==> src/rtl/codec_seq.sv <==
// codec_seq: power-up and mode-change sequencer for the audio codec front end.
// Drives ADC mode pins and PLL rate-select pins from a shadow configuration and keeps
// the DAC muted across every change until the clock has settled and LRCK is locked.
// Optional feature: define CODEC_SEQ_WATCHDOG_EN to keep watching LRCK while in RUN
// and drop to FAULT (muted) if it stops.
module codec_seq #(
    parameter int unsigned SETTLE_CYCLES = 50000,
    parameter int unsigned LOCK_FRAMES   = 4,
    parameter int unsigned LRCK_TIMEOUT  = 50000,
    parameter int unsigned MUTE_CYCLES   = 1000
) (
    input  logic       clk,
    input  logic       rst_n,
    input  logic       i_adc_lrck,
    input  logic       i_cfg_req,
    input  logic [2:0] i_cfg_adc,
    input  logic [3:0] i_cfg_pll,
    output logic       o_cfg_ack,
    output logic       o_adc_fmt,
    output logic       o_adc_md1,
    output logic       o_adc_md2,
    output logic       o_pll_csel,
    output logic       o_pll_fs1,
    output logic       o_pll_fs2,
    output logic       o_pll_sr,
    output logic       o_dac_nmute,
    output logic       o_ready,
    output logic       o_fault,
    output logic [2:0] o_state
);

    localparam logic [2:0] StApply  = 3'd0;
    localparam logic [2:0] StSettle = 3'd1;
    localparam logic [2:0] StLock   = 3'd2;
    localparam logic [2:0] StRun    = 3'd3;
    localparam logic [2:0] StMute   = 3'd4;
    localparam logic [2:0] StFault  = 3'd5;

    // Power-up pin defaults: {md2, md1, fmt} and {sr, fs2, fs1, csel}.
    localparam logic [2:0] AdcRst = 3'b110;
    localparam logic [3:0] PllRst = 4'b0000;

    // SETTLE and MUTE never overlap, so they share one dwell counter.
    localparam int unsigned CntMax = (SETTLE_CYCLES > MUTE_CYCLES) ? SETTLE_CYCLES
                                                                    : MUTE_CYCLES;
    localparam int unsigned CntW = $clog2(CntMax + 1);
    localparam int unsigned FrmW = $clog2(LOCK_FRAMES + 1);
    localparam int unsigned GapW = $clog2(LRCK_TIMEOUT + 1);

    localparam logic [CntW-1:0] SettleLast = CntW'(SETTLE_CYCLES - 1);
    localparam logic [CntW-1:0] MuteLast   = CntW'(MUTE_CYCLES - 1);
    localparam logic [FrmW-1:0] FrmLast    = FrmW'(LOCK_FRAMES - 1);
    localparam logic [GapW-1:0] GapMax     = GapW'(LRCK_TIMEOUT);
    localparam logic [GapW-1:0] GapLast    = GapW'(LRCK_TIMEOUT - 1);

    logic [2:0]      state_q, state_d;
    logic [CntW-1:0] cnt_q, cnt_d;
    logic [FrmW-1:0] frm_q, frm_d;
    logic [GapW-1:0] gap_q, gap_d;
    logic            sync1_q, sync1_d;
    logic            sync2_q, sync2_d;
    logic            lrck_prev_q, lrck_prev_d;
    logic [2:0]      shadow_adc_q, shadow_adc_d;
    logic [3:0]      shadow_pll_q, shadow_pll_d;
    logic [2:0]      adc_pins_q, adc_pins_d;
    logic [3:0]      pll_pins_q, pll_pins_d;
    logic            nmute_q, nmute_d;
    logic            ready_q, ready_d;
    logic            fault_q, fault_d;
    logic            ack_q, ack_d;

    logic            lrck_edge;
    logic            gap_run;
    logic            timeout;
    logic            accept;
    logic            entering;

    // LRCK synchronizer and rising-edge detect.
    always_comb begin
        sync1_d     = i_adc_lrck;
        sync2_d     = sync1_q;
        lrck_prev_d = sync2_q;
        lrck_edge   = sync2_q & ~lrck_prev_q;
    end

    // Gap watch is live in LOCK, and in RUN as well when the watchdog is built in.
    always_comb begin
        gap_run = (state_q == StLock);
`ifdef CODEC_SEQ_WATCHDOG_EN
        if (state_q == StRun) begin
            gap_run = 1'b1;
        end
`endif
        // Timeout fires on the edge where the gap count reaches LRCK_TIMEOUT.
        timeout = gap_run && !lrck_edge && (gap_q >= GapLast);
    end

    // Next-state logic and request acceptance.
    always_comb begin
        state_d = state_q;
        accept  = 1'b0;
        unique case (state_q)
            StApply: state_d = StSettle;
            StSettle: begin
                if (cnt_q == SettleLast) begin
                    state_d = StLock;
                end
            end
            StLock: begin
                // The final lock edge beats a coincident timeout.
                if (lrck_edge && (frm_q == FrmLast)) begin
                    state_d = StRun;
                end else if (timeout) begin
                    state_d = StFault;
                end
            end
            StRun: begin
                // A request beats a coincident watchdog timeout.
                if (i_cfg_req) begin
                    accept  = 1'b1;
                    state_d = StMute;
                end else if (timeout) begin
                    state_d = StFault;
                end
            end
            StMute: begin
                if (cnt_q == MuteLast) begin
                    state_d = StApply;
                end
            end
            StFault: begin
                // Already muted, so go straight to APPLY.
                if (i_cfg_req) begin
                    accept  = 1'b1;
                    state_d = StApply;
                end
            end
            default: state_d = StApply;
        endcase
    end

    // Dwell, frame and gap counters; all restart on every state entry.
    always_comb begin
        entering = (state_d != state_q);

        cnt_d = '0;
        if (!entering && ((state_q == StSettle) || (state_q == StMute))) begin
            cnt_d = cnt_q + 1'b1;
        end

        frm_d = frm_q;
        if (entering) begin
            frm_d = '0;
        end else if ((state_q == StLock) && lrck_edge) begin
            frm_d = frm_q + 1'b1;
        end

        gap_d = '0;
        if (!entering && gap_run && !lrck_edge && (gap_q != GapMax)) begin
            gap_d = gap_q + 1'b1;
        end else if (!entering && gap_run && !lrck_edge) begin
            gap_d = gap_q;
        end
    end

    // Shadow capture, pin drive and registered status outputs.
    always_comb begin
        shadow_adc_d = shadow_adc_q;
        shadow_pll_d = shadow_pll_q;
        if (accept) begin
            shadow_adc_d = i_cfg_adc;
            shadow_pll_d = i_cfg_pll;
        end

        // Pins only move on the edge leaving APPLY, when the DAC is muted.
        adc_pins_d = adc_pins_q;
        pll_pins_d = pll_pins_q;
        if (state_q == StApply) begin
            adc_pins_d = shadow_adc_q;
            pll_pins_d = shadow_pll_q;
        end

        nmute_d = (state_d == StRun);
        ready_d = (state_d == StRun);
        fault_d = (state_d == StFault);
        ack_d   = accept;
    end

    // State register with synchronous active-low reset.
    always_ff @(posedge clk) begin
        if (!rst_n) begin
            state_q      <= StApply;
            cnt_q        <= '0;
            frm_q        <= '0;
            gap_q        <= '0;
            sync1_q      <= 1'b0;
            sync2_q      <= 1'b0;
            lrck_prev_q  <= 1'b0;
            shadow_adc_q <= AdcRst;
            shadow_pll_q <= PllRst;
            adc_pins_q   <= AdcRst;
            pll_pins_q   <= PllRst;
            nmute_q      <= 1'b0;
            ready_q      <= 1'b0;
            fault_q      <= 1'b0;
            ack_q        <= 1'b0;
        end else begin
            state_q      <= state_d;
            cnt_q        <= cnt_d;
            frm_q        <= frm_d;
            gap_q        <= gap_d;
            sync1_q      <= sync1_d;
            sync2_q      <= sync2_d;
            lrck_prev_q  <= lrck_prev_d;
            shadow_adc_q <= shadow_adc_d;
            shadow_pll_q <= shadow_pll_d;
            adc_pins_q   <= adc_pins_d;
            pll_pins_q   <= pll_pins_d;
            nmute_q      <= nmute_d;
            ready_q      <= ready_d;
            fault_q      <= fault_d;
            ack_q        <= ack_d;
        end
    end

    assign o_state     = state_q;
    assign o_cfg_ack   = ack_q;
    assign o_adc_fmt   = adc_pins_q[0];
    assign o_adc_md1   = adc_pins_q[1];
    assign o_adc_md2   = adc_pins_q[2];
    assign o_pll_csel  = pll_pins_q[0];
    assign o_pll_fs1   = pll_pins_q[1];
    assign o_pll_fs2   = pll_pins_q[2];
    assign o_pll_sr    = pll_pins_q[3];
    assign o_dac_nmute = nmute_q;
    assign o_ready     = ready_q;
    assign o_fault     = fault_q;

endmodule

==> config.mk <==
export PLATFORM = sky130hd
export DESIGN_NAME = codec_seq
export DESIGN_NICKNAME = d
export VERILOG_FILES = /design/src/rtl/codec_seq.sv
export SDC_FILE = /design/constraint.sdc
export NUM_CORES = 1
export LEC_CHECK = 0
export BUFFER_PORTS_ARGS = -buffer_cell sky130_fd_sc_hd__buf_2
export CAP_MARGIN = 20
export CORE_MARGIN = 8
export CORE_UTILIZATION = 45
export DETAILED_ROUTE_END_ITERATION = 16
export HOLD_SLACK_MARGIN = 0.08
export MAX_ROUTING_LAYER = met4
export PLACE_DENSITY = 0.6
export SLEW_MARGIN = 40
export SYNTH_ARGS = -nofsm -noshare
export SYNTH_HDL_FRONTEND = slang
export SYNTH_SLANG_ARGS = --single-unit
==> constraint.sdc <==
create_clock -name clk -period 5.45 [get_ports clk]
set_input_delay 0.2725 -clock clk [delete_from_list [all_inputs] [get_ports clk]]
set_output_delay 0.2725 -clock clk [all_outputs]
set_load 0.02 [all_outputs]
==> metrics list <==
- Status: complete, no violations
* CP Capture Type: flop
* Worst hold-check path type: input pin to flop
* Number of synthesized flops with an enable pin: 0
- Prior to clock tree synthesis, the placed netlist has a worst setup slack of roughly 2900 ps.
* H-tree depth: 3
* Unique masters post-synth: between 40 and 50
- The later pin in the worst-skew pair is clocked with a latency of 330 ps.
- CTS tree: yes
* Remaining max-slew budget at the tightest pin: 52.23%
- Lkg Pwr: ~1.0 nW
- Reported max-cap violation count: 0
- Antenna diode count: 0
* Transition time at the pin with the least slew margin: 714.4 ps
- In this run the standard cell core region covers 0.005574 mm².
* Shortest period the worst path allows: between 2000 and 2500 ps
* Placement Rows: 27
* Gr usage total: between 10% and 20%
- For this run, the detailed router's first-pass iteration total came to 4.
- Synth Register Bits: 58
* Starting density of the core: 47.00%
- Clock tree synthesis found a total of 58 sinks.
- The die is ~92 µm wide.
- Placed inst area: 0.002776 mm²
* Boundary Pins: 25
- Once the clock tree was built, the setup fixing pass inserted 0 buffers.
- The max-slew violation total from the final report came to 0.
- For this block, the routed nets add up to ~5.2 mm of wire.
* Root Buffer: clkbuf_8
- Using the TritonRoute via totals, the vias-per-cell ratio works out to 5.040.
- The library cells used most frequently in the layout, excluding fill and tap cells, are dfxtp_1, nor2_1, nand2_1, buf_2, xnor2_1.
- The worst register-to-register path has a setup slack of 3020 ps.
- In the final timing run, aggregate negative setup slack is 0 ps.
* Count of nets after finishing: roughly 340
- Inserted Clock Buffers: 9
- Final count of negative-setup-slack endpoints: 0
- In this run the worst path has a maximum fanout of 16.
- Summed over all layers, the global routing overflow is 0.
- In this run the power density over the cells is 295.2 mW/mm².
- STA classifies the critical path startpoint as a flop.
* Syn_area_per_cell: 8.851 µm²
- Full die area: 0.008520 mm²
- At the worst endpoint, the required time is roughly 5600 ps.
- After synthesis, flip-flops and latches occupy 44.32% of the total area.
- Buffers placed on the I/O ports in this run total 24.
- The number of hold-slack violations in the final timing report came to 0.
- The library cell used most frequently in the layout, excluding fill and tap cells, is dfxtp_1.
* RSZ-0062 raised after global routing: no
- For this run, design rule violations remaining after detail routing come to 0.
- The clock passes through at most 2 buffers.
- Floorplan die height: 92.31 µm
- Placer Congestion: around 0.80
- Global-route wire length before repair: between 8 and 9 mm
- Dividing the final minimum period by the clock period gives 44.60%.
- The worst setup path is of the flop to flop kind.
* Number of nets in the synthesized netlist: 312
* Share of layout cells above drive strength 1: 15.03%
* IR drop worst, VDD: 173.2 µV
* Most used flip-flop cell after synthesis: dfxtp_1
* Yosys warning total: 0
* Synthesis-to-finish area growth: 14.61%
* Pin count of the biggest net entering global routing: 22
- Share of flip-flops with an asynchronous set or reset after synthesis: 0%
* Clock transition at the register clock pins on the worst setup and hold paths after CTS: 70 ps
* Via count of the first global-routing pass: between 1500 and 2000
- Cell Area, Synth: 0.002620 mm²
- Number of design-rule violations left by the first detailed-router iteration: 131
- Crit path DAT: 2620 ps
- Number of antenna-violating nets in the routed design: 0
- In this run, post-CTS repair resized a total of 0 instances.
- Final Worst Setup Slack: a little over 3000 ps
* Fin Clk Skew: 8.143 ps
- Hold_buf cts: 0
- Final design instance area without fill: approximately 0.003 mm²
- Synth Instances: 296
- The number of cells on the worst reg-to-reg path is 7.
* Number of antenna violations at the first check in global routing: 0
* FMAX: 0.4114 GHz
* WL/cell: 12.96 µm
* Routed vias: 2006
* Worst hold stages: 2
* Half-perimeter wire length of the detailed placement result: 3.553 mm
-- state kept, by name, summed over array words and instances (netlist names) --
register and flops:
frm_q 3, o_ready 1, shadow_pll_q 4, cnt_q 16, lrck_prev_d 1, pll_pins_q 4
shadow_adc_q 3, gap_q 16, o_state 3, o_fault 1, lrck_prev_q 1, adc_pins_q 3
sync1_q 1, o_cfg_ack 1
-- synth_stat cells, types with 2 or more instances --
library cell | count | area, µm²
nand3_1 | 14 | 70.07
inv_1 | 13 | 48.80
clkbuf_1 | 5 | 18.77
and2_1 | 8 | 50.05
nor2b_1 | 6 | 37.54
dfxtp_1 | 58 | 1161
nor2_1 | 33 | 123.9
a21oi_1 | 9 | 45.04
mux2i_1 | 9 | 90.09
a21boi_0 | 6 | 45.04
nand2b_1 | 4 | 25.02
and3_1 | 7 | 43.79
a211oi_1 | 2 | 15.01
nand2_1 | 30 | 112.6
nor3_1 | 13 | 65.06
o21ai_0 | 5 | 25.02
ha_1 | 5 | 62.56
buf_6 | 2 | 22.52
and4_1 | 3 | 26.28
xnor2_1 | 17 | 148.9
nor4b_1 | 3 | 26.28
or3_1 | 7 | 43.79
xor2_1 | 9 | 78.83
nand4_1 | 7 | 43.79
-- worst paths after layout --
path,from,to
hold reg to reg,pll_pins_q[2]$_SDFFE_PN0P_,pll_pins_q[2]$_SDFFE_PN0P_
hold / removal,i_adc_lrck,sync1_q$_SDFF_PN0_
setup / recovery,cnt_q[0]$_SDFF_PN0_,cnt_q[3]$_SDFF_PN0_
setup reg to reg,cnt_q[0]$_SDFF_PN0_,cnt_q[3]$_SDFF_PN0_
-- report_power, final --
part | internal, mW | total [mW] | switching (mW) | leakage (nW)
logic | 0.0102 | 0.0254 | 0.0152 | 0.463
clock network | 0.268 | 0.432 | 0.164 | 0.109
registers | 0.427 | 0.429 | 0.00277 | 0.468
total | 0.705 | 0.887 | 0.182 | 1.04
-- cell families (layout without fill, tap and decap cells) --
logic type / count (synthesis) / in the layout / share of synthesized area [%]
flops: 58 / 58 / 44.32
buf+inv: 23 / 53 / 4.059
simple gates: 143 / 143 / 28.46
fa+ha+maj: 5 / 5 / 2.388
mux: 10 / 10 / 3.868
xor+xnor: 26 / 26 / 8.692
compound gates: 31 / 31 / 8.214
-- cell type report --
cell class / instances / area (µm²)
Sequential cell: 58 / 1161
Tap cell: 72 / 90.09
Timing Repair Buffer: 24 / 120.1
Inverter: 13 / 48.80
Multi-Input combinational cell: 215 / 1364
Clock inverter: 5 / 77.57
Clock buffer: 11 / 141.4
Fill cell: 522 / 2571
-- per-layer routing --
layer	vias up	part of all wire [%]	track usage, %
met5	-	0	-
met4	0	1.3	5.638
met3	7	4.8	5.569
met2	30	46	20.80
met1	908	47	14.88
li1	1061	-	-
-- through the flow --
stage | cells | hold WS, ps | util, % | power (mW)
6_report | 398 | 145.2 | 53.87 | 0.8866
5_1_grt | 398 | 122.4 | 53.87 | 0.9239
4_1_cts | 398 | 122.7 | 53.74 | 0.9036
3_5_place_dp | 382 | 454.9 | 49.81 | 0.4647
3_3_place_gp | 382 | 429.2 | 49.74 | 0.4643
2_1_floorplan | 296 | 399.8 | - | 0.4563
-- critical path: stages, from the launching register on --
cell and delay [ps]:
dfxtp_1 390, ha_1 220, nor4bb_1 400, and4_1 280
o22ai_1 110, o2111ai_2 250, or3_1 520, nor3_1 120
Power figures use the tool's default switching activity.
